===== config.mk =====
export PLATFORM = sky130hd
export DESIGN_NAME = spi_master_cfg_writer
export DESIGN_NICKNAME = d
export VERILOG_FILES = /design/src/rtl/spi_master_cfg_writer.sv
export SDC_FILE = /design/constraint.sdc
export NUM_CORES = 1
export LEC_CHECK = 0
export ABC_AREA = 1
export CORE_UTILIZATION = 30
export CTS_CLUSTER_SIZE = 10
export DETAILED_ROUTE_END_ITERATION = 10
export GPL_ROUTABILITY_DRIVEN = 0
export PLACE_DENSITY_LB_ADDON = 0.25
export SETUP_SLACK_MARGIN = 0.1
export SLEW_MARGIN = 20
export SYNTH_ARGS = -nofsm -noshare
export SYNTH_HDL_FRONTEND = slang
export SYNTH_SLANG_ARGS = --single-unit

===== constraint.sdc =====
create_clock -name clk -period 2.55 [get_ports clk]
set_input_delay 0.3825 -clock clk [delete_from_list [all_inputs] [get_ports clk]]
set_output_delay 0.3825 -clock clk [all_outputs]
set_load 0.02 [all_outputs]

===== src/rtl/spi_master_cfg_writer.sv =====
// SPI mode-0 master for configuration transactions: a 3-byte header (cmd, addr MSB, addr LSB)
// followed by up to 320 streamed payload bytes, with MISO captured for every payload byte.
module spi_master_cfg_writer #(
  parameter int CLK_DIV = 2
) (
  input  logic        clk,
  input  logic        reset,
  input  logic        start,
  input  logic [7:0]  cmd,
  input  logic [15:0] addr,
  input  logic [8:0]  len,
  input  logic [7:0]  tx_data,
  output logic        tx_ready,
  output logic [7:0]  rx_data,
  output logic        rx_valid,
  output logic        busy,
  output logic        done,
  output logic        SCLK,
  output logic        MOSI,
  output logic        SS,
  input  logic        MISO
);

  typedef enum logic [1:0] {
    IDLE  = 2'd0,
    SHIFT = 2'd1,
    HOLD  = 2'd2
  } state_t;

  localparam int               DIV_W    = (CLK_DIV > 1) ? $clog2(CLK_DIV) : 1;
  localparam logic [DIV_W-1:0] DIV_LAST = DIV_W'(CLK_DIV - 1);
  localparam logic [8:0]       MAX_LEN  = 9'd320;
  localparam logic [8:0]       HDR_LAST = 9'd2;

  state_t           state, state_nxt;
  logic [DIV_W-1:0] div_cnt;
  logic             sclk_q;
  logic [2:0]       bit_cnt;
  logic [8:0]       byte_idx;
  logic [8:0]       last_idx;
  logic [15:0]      addr_q;
  logic [7:0]       tx_shift;
  logic [7:0]       rx_shift;
  logic             rx_pend;

  logic tick, rise, fall, byte_end, last_byte;

  // tick marks the last clk cycle of an SCLK half-period (and of the HOLD wait).
  assign tick      = (div_cnt == DIV_LAST);
  assign rise      = (state == SHIFT) && tick && !sclk_q;
  assign fall      = (state == SHIFT) && tick && sclk_q;
  assign byte_end  = fall && (bit_cnt == 3'd7);
  assign last_byte = (byte_idx == last_idx);

  // NOTE: state is registered with non-blocking assignment so every flop samples pre-edge values.
  always_ff @(posedge clk) begin
    if (reset) state <= IDLE;
    else       state <= state_nxt;
  end

  // NOTE: every output of this block gets a default first, so no path leaves a latch behind.
  always_comb begin
    state_nxt = state;
    busy      = 1'b1;
    SS        = 1'b0;
    MOSI      = tx_shift[7];
    tx_ready  = 1'b0;
    unique case (state)
      IDLE: begin
        busy = 1'b0;
        SS   = 1'b1;
        MOSI = 1'b0;
        if (start) state_nxt = SHIFT;
      end
      SHIFT: begin
        // The byte following byte index 2 onward comes from the payload source.
        if (byte_end && !last_byte && (byte_idx >= HDR_LAST)) tx_ready = 1'b1;
        if (byte_end && last_byte) state_nxt = HOLD;
      end
      HOLD: begin
        if (tick) state_nxt = IDLE;
      end
      default: state_nxt = IDLE;
    endcase
  end

  assign SCLK = sclk_q;

  always_ff @(posedge clk) begin
    if (reset) begin
      div_cnt  <= '0;
      sclk_q   <= 1'b0;
      bit_cnt  <= 3'd0;
      byte_idx <= 9'd0;
      last_idx <= 9'd0;
      addr_q   <= 16'd0;
      tx_shift <= 8'd0;
      rx_shift <= 8'd0;
      rx_pend  <= 1'b0;
      rx_data  <= 8'd0;
      rx_valid <= 1'b0;
      done     <= 1'b0;
    end else begin
      rx_pend  <= 1'b0;
      rx_valid <= rx_pend;
      done     <= (state == HOLD) && tick;
      if (rx_pend) rx_data <= rx_shift;

      unique case (state)
        IDLE: begin
          div_cnt  <= '0;
          sclk_q   <= 1'b0;
          bit_cnt  <= 3'd0;
          byte_idx <= 9'd0;
          if (start) begin
            tx_shift <= cmd;
            addr_q   <= addr;
            last_idx <= HDR_LAST + ((len > MAX_LEN) ? MAX_LEN : len);
          end
        end

        SHIFT: begin
          div_cnt <= tick ? '0 : div_cnt + 1'b1;
          if (tick) sclk_q <= ~sclk_q;

          if (rise) begin
            rx_shift <= {rx_shift[6:0], MISO};
            // Header bytes (indices 0..2) are shifted in but never reported.
            if ((bit_cnt == 3'd7) && (byte_idx > HDR_LAST)) rx_pend <= 1'b1;
          end

          if (fall) begin
            bit_cnt <= bit_cnt + 3'd1;
            if (bit_cnt == 3'd7) begin
              // On the final byte MOSI keeps bit 0 until SS rises.
              if (!last_byte) begin
                byte_idx <= byte_idx + 9'd1;
                if (byte_idx == 9'd0)      tx_shift <= addr_q[15:8];
                else if (byte_idx == 9'd1) tx_shift <= addr_q[7:0];
                else                       tx_shift <= tx_data;
              end
            end else begin
              tx_shift <= {tx_shift[6:0], 1'b0};
            end
          end
        end

        HOLD: begin
          div_cnt <= tick ? '0 : div_cnt + 1'b1;
        end

        default: div_cnt <= '0;
      endcase
    end
  end

endmodule


==> flow_metrics.tcl <==
set metrics [dict create \
    fp-row-count 39 \
    remaining_drc_errors 0 \
    area_share_of_the_largest_cell_type_after_synthesis 0.387 \
    synth_fp_nets 570 \
    grt_antenna_before_repair 0 \
    yosys_warnings 0 \
    worst_slack_ns 0.291 \
    detail_route.vias_per_cell 4.62 \
    tritoncts.num_buffers 9 \
    worst-endpoint-required_ns 2.17 \
    synth_top_flop_cell "dfxtp_1" \
    p_leak_uw 0.00197 \
    clock_sinks 68 \
    worstSetupEndpointType "output pin" \
    timing.critical_path.arrival_ns 1.88 \
    maxClockFrequency_mhz 443 \
    yosys-mux-area-fraction 0 \
    power_density_of_the_placed_cells_nw_per_um2 877 \
    drt-initial-drc-count 183 \
    core_um2 11400 \
    synth.distinct_cells 37 \
    final_layout_size_suffix_gt1_frac 0.0976 \
    netlist_instances 515 \
    antenna_cells_inserted 0 \
    cts_tree "built" \
    postCtsSetupBuffers 0 \
    fp.dieW_um 110 \
    vdd.ir_drop.worst_uv 374 \
    crit_fanout 4 \
    clk-insertion-delay-late_ns 0.34 \
    synth.top_cells.by_area "dfxtp_1, nor2_1, nand2_1" \
    yosysSeqAreaShare 0.387 \
    fin_tns_setup_ns 0 \
    post_drt_wl_per_cell_um 12.5 \
    netlist.top_cell.by_area "dfxtp_1" \
    setup_viol 0 \
    clock_tree.root_cell "clkbuf_16" \
    layout.filler_cells 1233 \
    via_count_of_the_first_global_routing_pass 3111 \
    dr_total_vias 3360 \
    min_path_type "flip-flop to flip-flop" \
    crit_type "flip-flop to output pin" \
    overflow_left_after_global_routing 0 \
    nets 634 \
    post_synthesis_compound_gate_area_fraction 0.159 \
    detailed_place_hpwl_um 6620 \
    post-place-ws_ns 0.157 \
    critPathLaunchType "flip-flop" \
    final_min_period_over_clock_period 0.886 \
    synth_area_um2 3510 \
    layout_commonest_cell "nor2_1" \
    synth_adder_area_share 0.0356 \
    async_flop_share 0 \
    post_synthesis_sequential_element_count 68 \
    initial_utilization 0.308 \
    clock_skew_ns 0.00577 \
    io_buffer_count 59 \
    global_route_wire_length_before_repair_um 14900 \
    synth_simple_gate_area_share 0.298 \
    grt_setup_unrepaired "no" \
    timing.final.hold_violations 0 \
    min_period_ns 2.26 \
    post_synth_xor_area_fraction 0.0299 \
    tightestPinTransition_ns 0.498 \
    die_area_um2 12100 \
    clk_transition_reported_paths_ns 0.06 \
    firstDrtPassIters 4 \
    grt_start_max_net_pins 39 \
    detail_route.wirelength_um 9110 \
    antenna_left 0 \
    synth_area_per_cell_um2 6.82 \
    layout.cells.most_common_list "nor2_1, nand2_1, dfxtp_1" \
    cts_hold_buf 0 \
    grt_util_all_layers 0.163 \
    clock_path_buffers 2 \
    maxCapViolCount 0 \
    synth_top_family_by_area "simple AND/OR/NAND/NOR gates" \
    cts_max_level 3 \
    io-pin-count 60 \
    timing.final.max_slew_violations 0 \
    slew_headroom 0.668 \
    die_span_in_y_um 110 \
    area_overhead_vs_synth_pct 31.0 \
    synth_enable_flop_cells 0 \
    run_status "completed" \
]
[layout make-up]
cell class | instances | area [um^2] | area share
multi-input combinational | 371 | 1850 | 0.402
clock buffer | 10 | 239 | 0.0519
sequential | 68 | 1360 | 0.296
inverter | 59 | 221 | 0.0481
timing repair buffer | 70 | 681 | 0.148
tap | 143 | 179 | 0.0389
clock inverter | 6 | 71.3 | 0.0155
[synth_stat cells, types with 2 or more instances]
| master | number |
|---|---|
| nand3_1 | 13 |
| nand3_4 | 2 |
| nand4_1 | 6 |
| or2_2 | 2 |
| nand2_1 | 99 |
| nor2_2 | 3 |
| dfxtp_1 | 68 |
| inv_1 | 48 |
| a21oi_1 | 41 |
| nor3b_1 | 2 |
| clkinv_1 | 3 |
| clkbuf_1 | 9 |
| a31oi_1 | 2 |
| o21ai_1 | 4 |
| xnor2_1 | 7 |
| nor2_1 | 104 |
| buf_2 | 3 |
| nand2_2 | 4 |
| o21ai_0 | 53 |
| ha_1 | 10 |
| nor4_1 | 2 |
| o211ai_1 | 2 |
| buf_6 | 3 |
| inv_2 | 8 |
| xor2_1 | 5 |
[registers in the layout (all words and copies together), names as in the netlist, 2 cells and up]
| signal | cells |
|---|---|
| addr_q | 16 |
| byte_idx | 9 |
| last_idx | 9 |
| rx_data | 8 |
| rx_shift | 8 |
| tx_shift | 8 |
| bit_cnt | 3 |
| state | 2 |
[worst max-delay path, stage by stage, from the launching register on]
cell and delay (ns):
dfxtp_1 0.38, inv_1 0.08, ha_1 0.22, buf_4 0.15
nor2_1 0.10, clkdlybuf4s50_1 0.61
[path summary, 6_finish.rpt]
check        cells after the start        start  slack (ns)          end
max                              5     state[0]        0.29         MOSI
min                              2    addr_q[8]        0.45    addr_q[8]
max reg2reg                     11  byte_idx[1]        0.65  tx_shift[7]
min reg2reg                      2    addr_q[8]        0.45    addr_q[8]
[stage by stage]
step	cells	power [uW]	hold WS (ns)	area, um^2	utilization
5_1_grt	727	4330	0.482	4600	0.403
4_1_cts	727	4070	0.456	4600	0.402
2_1_floorplan	515	2350	0.430	3510	-
3_3_place_gp	711	2760	0.439	4280	0.375
3_5_place_dp	711	2780	0.446	4280	0.375
6_report	727	4040	0.453	4600	0.403
[kinds of logic after synthesis]
logic type,count (synthesis)
AO/OA/AOI/OAI,106
XOR/XNOR,12
adder cells (fa/ha/maj),10
buffers and inverters,76
flip-flops,68
AND/OR/NAND/NOR,243
[where the power goes]
part	switching, uW	internal (uW)	leakage, uW
combinational	875	532	0.00127
clock	485	790	0.000145
sequential	96.7	1260	0.000557
[per-layer routing]
metal / GRT usage / up-vias / part of all wire
li1: - / 1770 / -
met2: 0.246 / 79 / 0.44
met1: 0.219 / 1499 / 0.48
met3: 0.0429 / 12 / 0.062
met5: 0 / - / 0
met4: 0.0677 / 0 / 0.015
[what timing repair did]
item,in CTS,in global routing
gates resized for setup,3,6
pin swaps,0,0
endpoints found under the setup margin,1,1
No activity file was read; power rests on OpenSTA's default activity.
==> variant (same flow settings) <==
The 3 states of `state_t` get a one-hot encoding in 3 bits.
--- a/src/rtl/spi_master_cfg_writer.sv
+++ b/src/rtl/spi_master_cfg_writer.sv
@@ -22,8 +22,8 @@
 );
 
-  typedef enum logic [1:0] {
-    IDLE  = 2'd0,
-    SHIFT = 2'd1,
-    HOLD  = 2'd2
+  typedef enum logic [2:0] {
+    IDLE  = 3'b001,
+    SHIFT = 3'b010,
+    HOLD  = 3'b100
   } state_t;
 
Check against the original RTL: same outputs for any inputs over 10 cycles, from zero or initial values and one cycle with reset high; not proved beyond that.
==> variant against the unedited design <==
- final area rose by 1.1%
- worst hold slack lost 0.0045 ns
- area after synthesis up 4.0%
- core utilization is 0.40 points lower
- routed wire length is 1.4% higher
- sequential cell count grew 1
- setup slack improved by 0.029 ns
- fmax rose by 1.3%
- critical endpoint is now tx_ready
Power is not compared: it rests on default switching activity, and its combinational part moved more than twofold at a synthesized area within 25%.
==> variant: results (changes against the unedited design) <==
[outcome]
outcome=finished clean  ; unchanged

[setup_path]
cp-endpoint=tx_ready  ; was MOSI
rr_startpoint=byte_idx[1]  ; unchanged
crit_slowest_cell=dlygate4sd2_1  ; was clkdlybuf4s50_1
reg2reg_to=tx_shift[6]  ; was tx_shift[7]
critPathMaxFanout=3  ; was 4
cpPeakStageDelay_ns=0.35  ; was 0.61 ns
timing.critical_path.from=bit_cnt[0]  ; was state[0]
worstPathArrival_ns=1.85  ; was 1.88 ns

[synthesis]
synthXorXnorAreaFrac_pct=1.68  ; was 2.99%
synth-seq-cells=69  ; was 68
avgSynthCellArea_sq_um=6.77  ; was 6.82 sq um
synthAdderAreaFrac_pct=2.05  ; was 3.56%
netlist_top_cells_area=dfxtp_1 (38%), nand2_1 (12%), nor2_1 (9.2%), inv_1 (6.3%), o21ai_0 (6.0%)  ; was dfxtp_1 (39%), nor2_1 (11%), nand2_1 (11%), o21ai_0 (7.5%), a21oi_1 (5.8%)
yosysSeqAreaShare_pct=37.8  ; was 38.7%
synth_cell_types=39  ; was 37
synthCells=540  ; was 515
synth_nets=591  ; was 570

[routing]
drt_first_iter_violations=212  ; was 183
vias=3491  ; was 3360
wl_per_cell_um=12.4  ; was 12.5 um
routed_wl_mm=9.24  ; was 9.11 mm

[global_route]
grt_pass1_wl_mm=15.6  ; was 14.9 mm
grt_pass1_vias=3356  ; was 3111
grt_max_degree=40  ; was 39
grtUsageMet1_pct=19.1  ; was 21.9%
grt_util_met2_pct=26.5  ; was 24.6%
gr-usage-all-layers_pct=15.6  ; was 16.3%
met3_usage_pct=3.29  ; was 4.29%

[cells_and_area]
layout.clock_buffers=11  ; was 10
nonClkBufAreaFrac_pct=13.9  ; was 14.8%
multi_input_area_sq_um=1900  ; was 1850 sq um
drive_above_1_share_pct=8.00  ; was 9.76%
nets=646  ; was 634
inverters=67  ; was 59
fill_cells=1190  ; was 1233
clkCellAreaFrac_pct=6.16  ; was 6.74%
n_all_buffers=65  ; was 70
ff_latch_area_sq_um=1380  ; was 1360 sq um

[timing]
fmax_mhz=448  ; was 443 MHz
skew_ns=0.00688  ; was 0.00577 ns
hold_slack_ns=0.449  ; was 0.453 ns

[hold_path]
hold_end=rx_data[7]  ; was addr_q[8]
min_from=rx_shift[7]  ; was addr_q[8]

[placement]
dp_cells=727  ; was 711
place_area_sq_um=4370  ; was 4280 sq um
dp_hpwl_mm=6.64  ; was 6.62 mm

[clock_network]
ctsResizeCount=1  ; was 3

## variant: cell count changes in the layout (fill, tap and decap cells not counted), sizes merged, moves of 4 or more
cell	before	now
nand4	7	14
nand2	103	117
nand3	16	39
ha	10	6
inv	57	67
o21ai	59	46
xor2	5	1
buf	12	6
nor3	1	6
nor2	108	95
## variant: per-layer routing
layer	share of wire (%)	wire length, um
met5	0	0
met4	1.6	150
met3	4.2	392
met2	47	4350
met1	47	4350
## variant: worst max-delay path, delay by kind of cell (launching register included)
kind	cells	cell delay (ns)
AND/OR/NAND/NOR	3	0.40
adder cells (fa/ha/maj)	2	0.35
flip-flops	1	0.34
buffers and inverters	2	0.42
## variant: power by group
| part | leakage (nW) | internal (mW) | switching [mW] |
|---|---|---|---|
| Sequential | 0.564 | 1.15 | 0.0318 |
| Clock | 0.138 | 0.710 | 0.478 |
| Combinational | 1.31 | 0.189 | 0.267 |
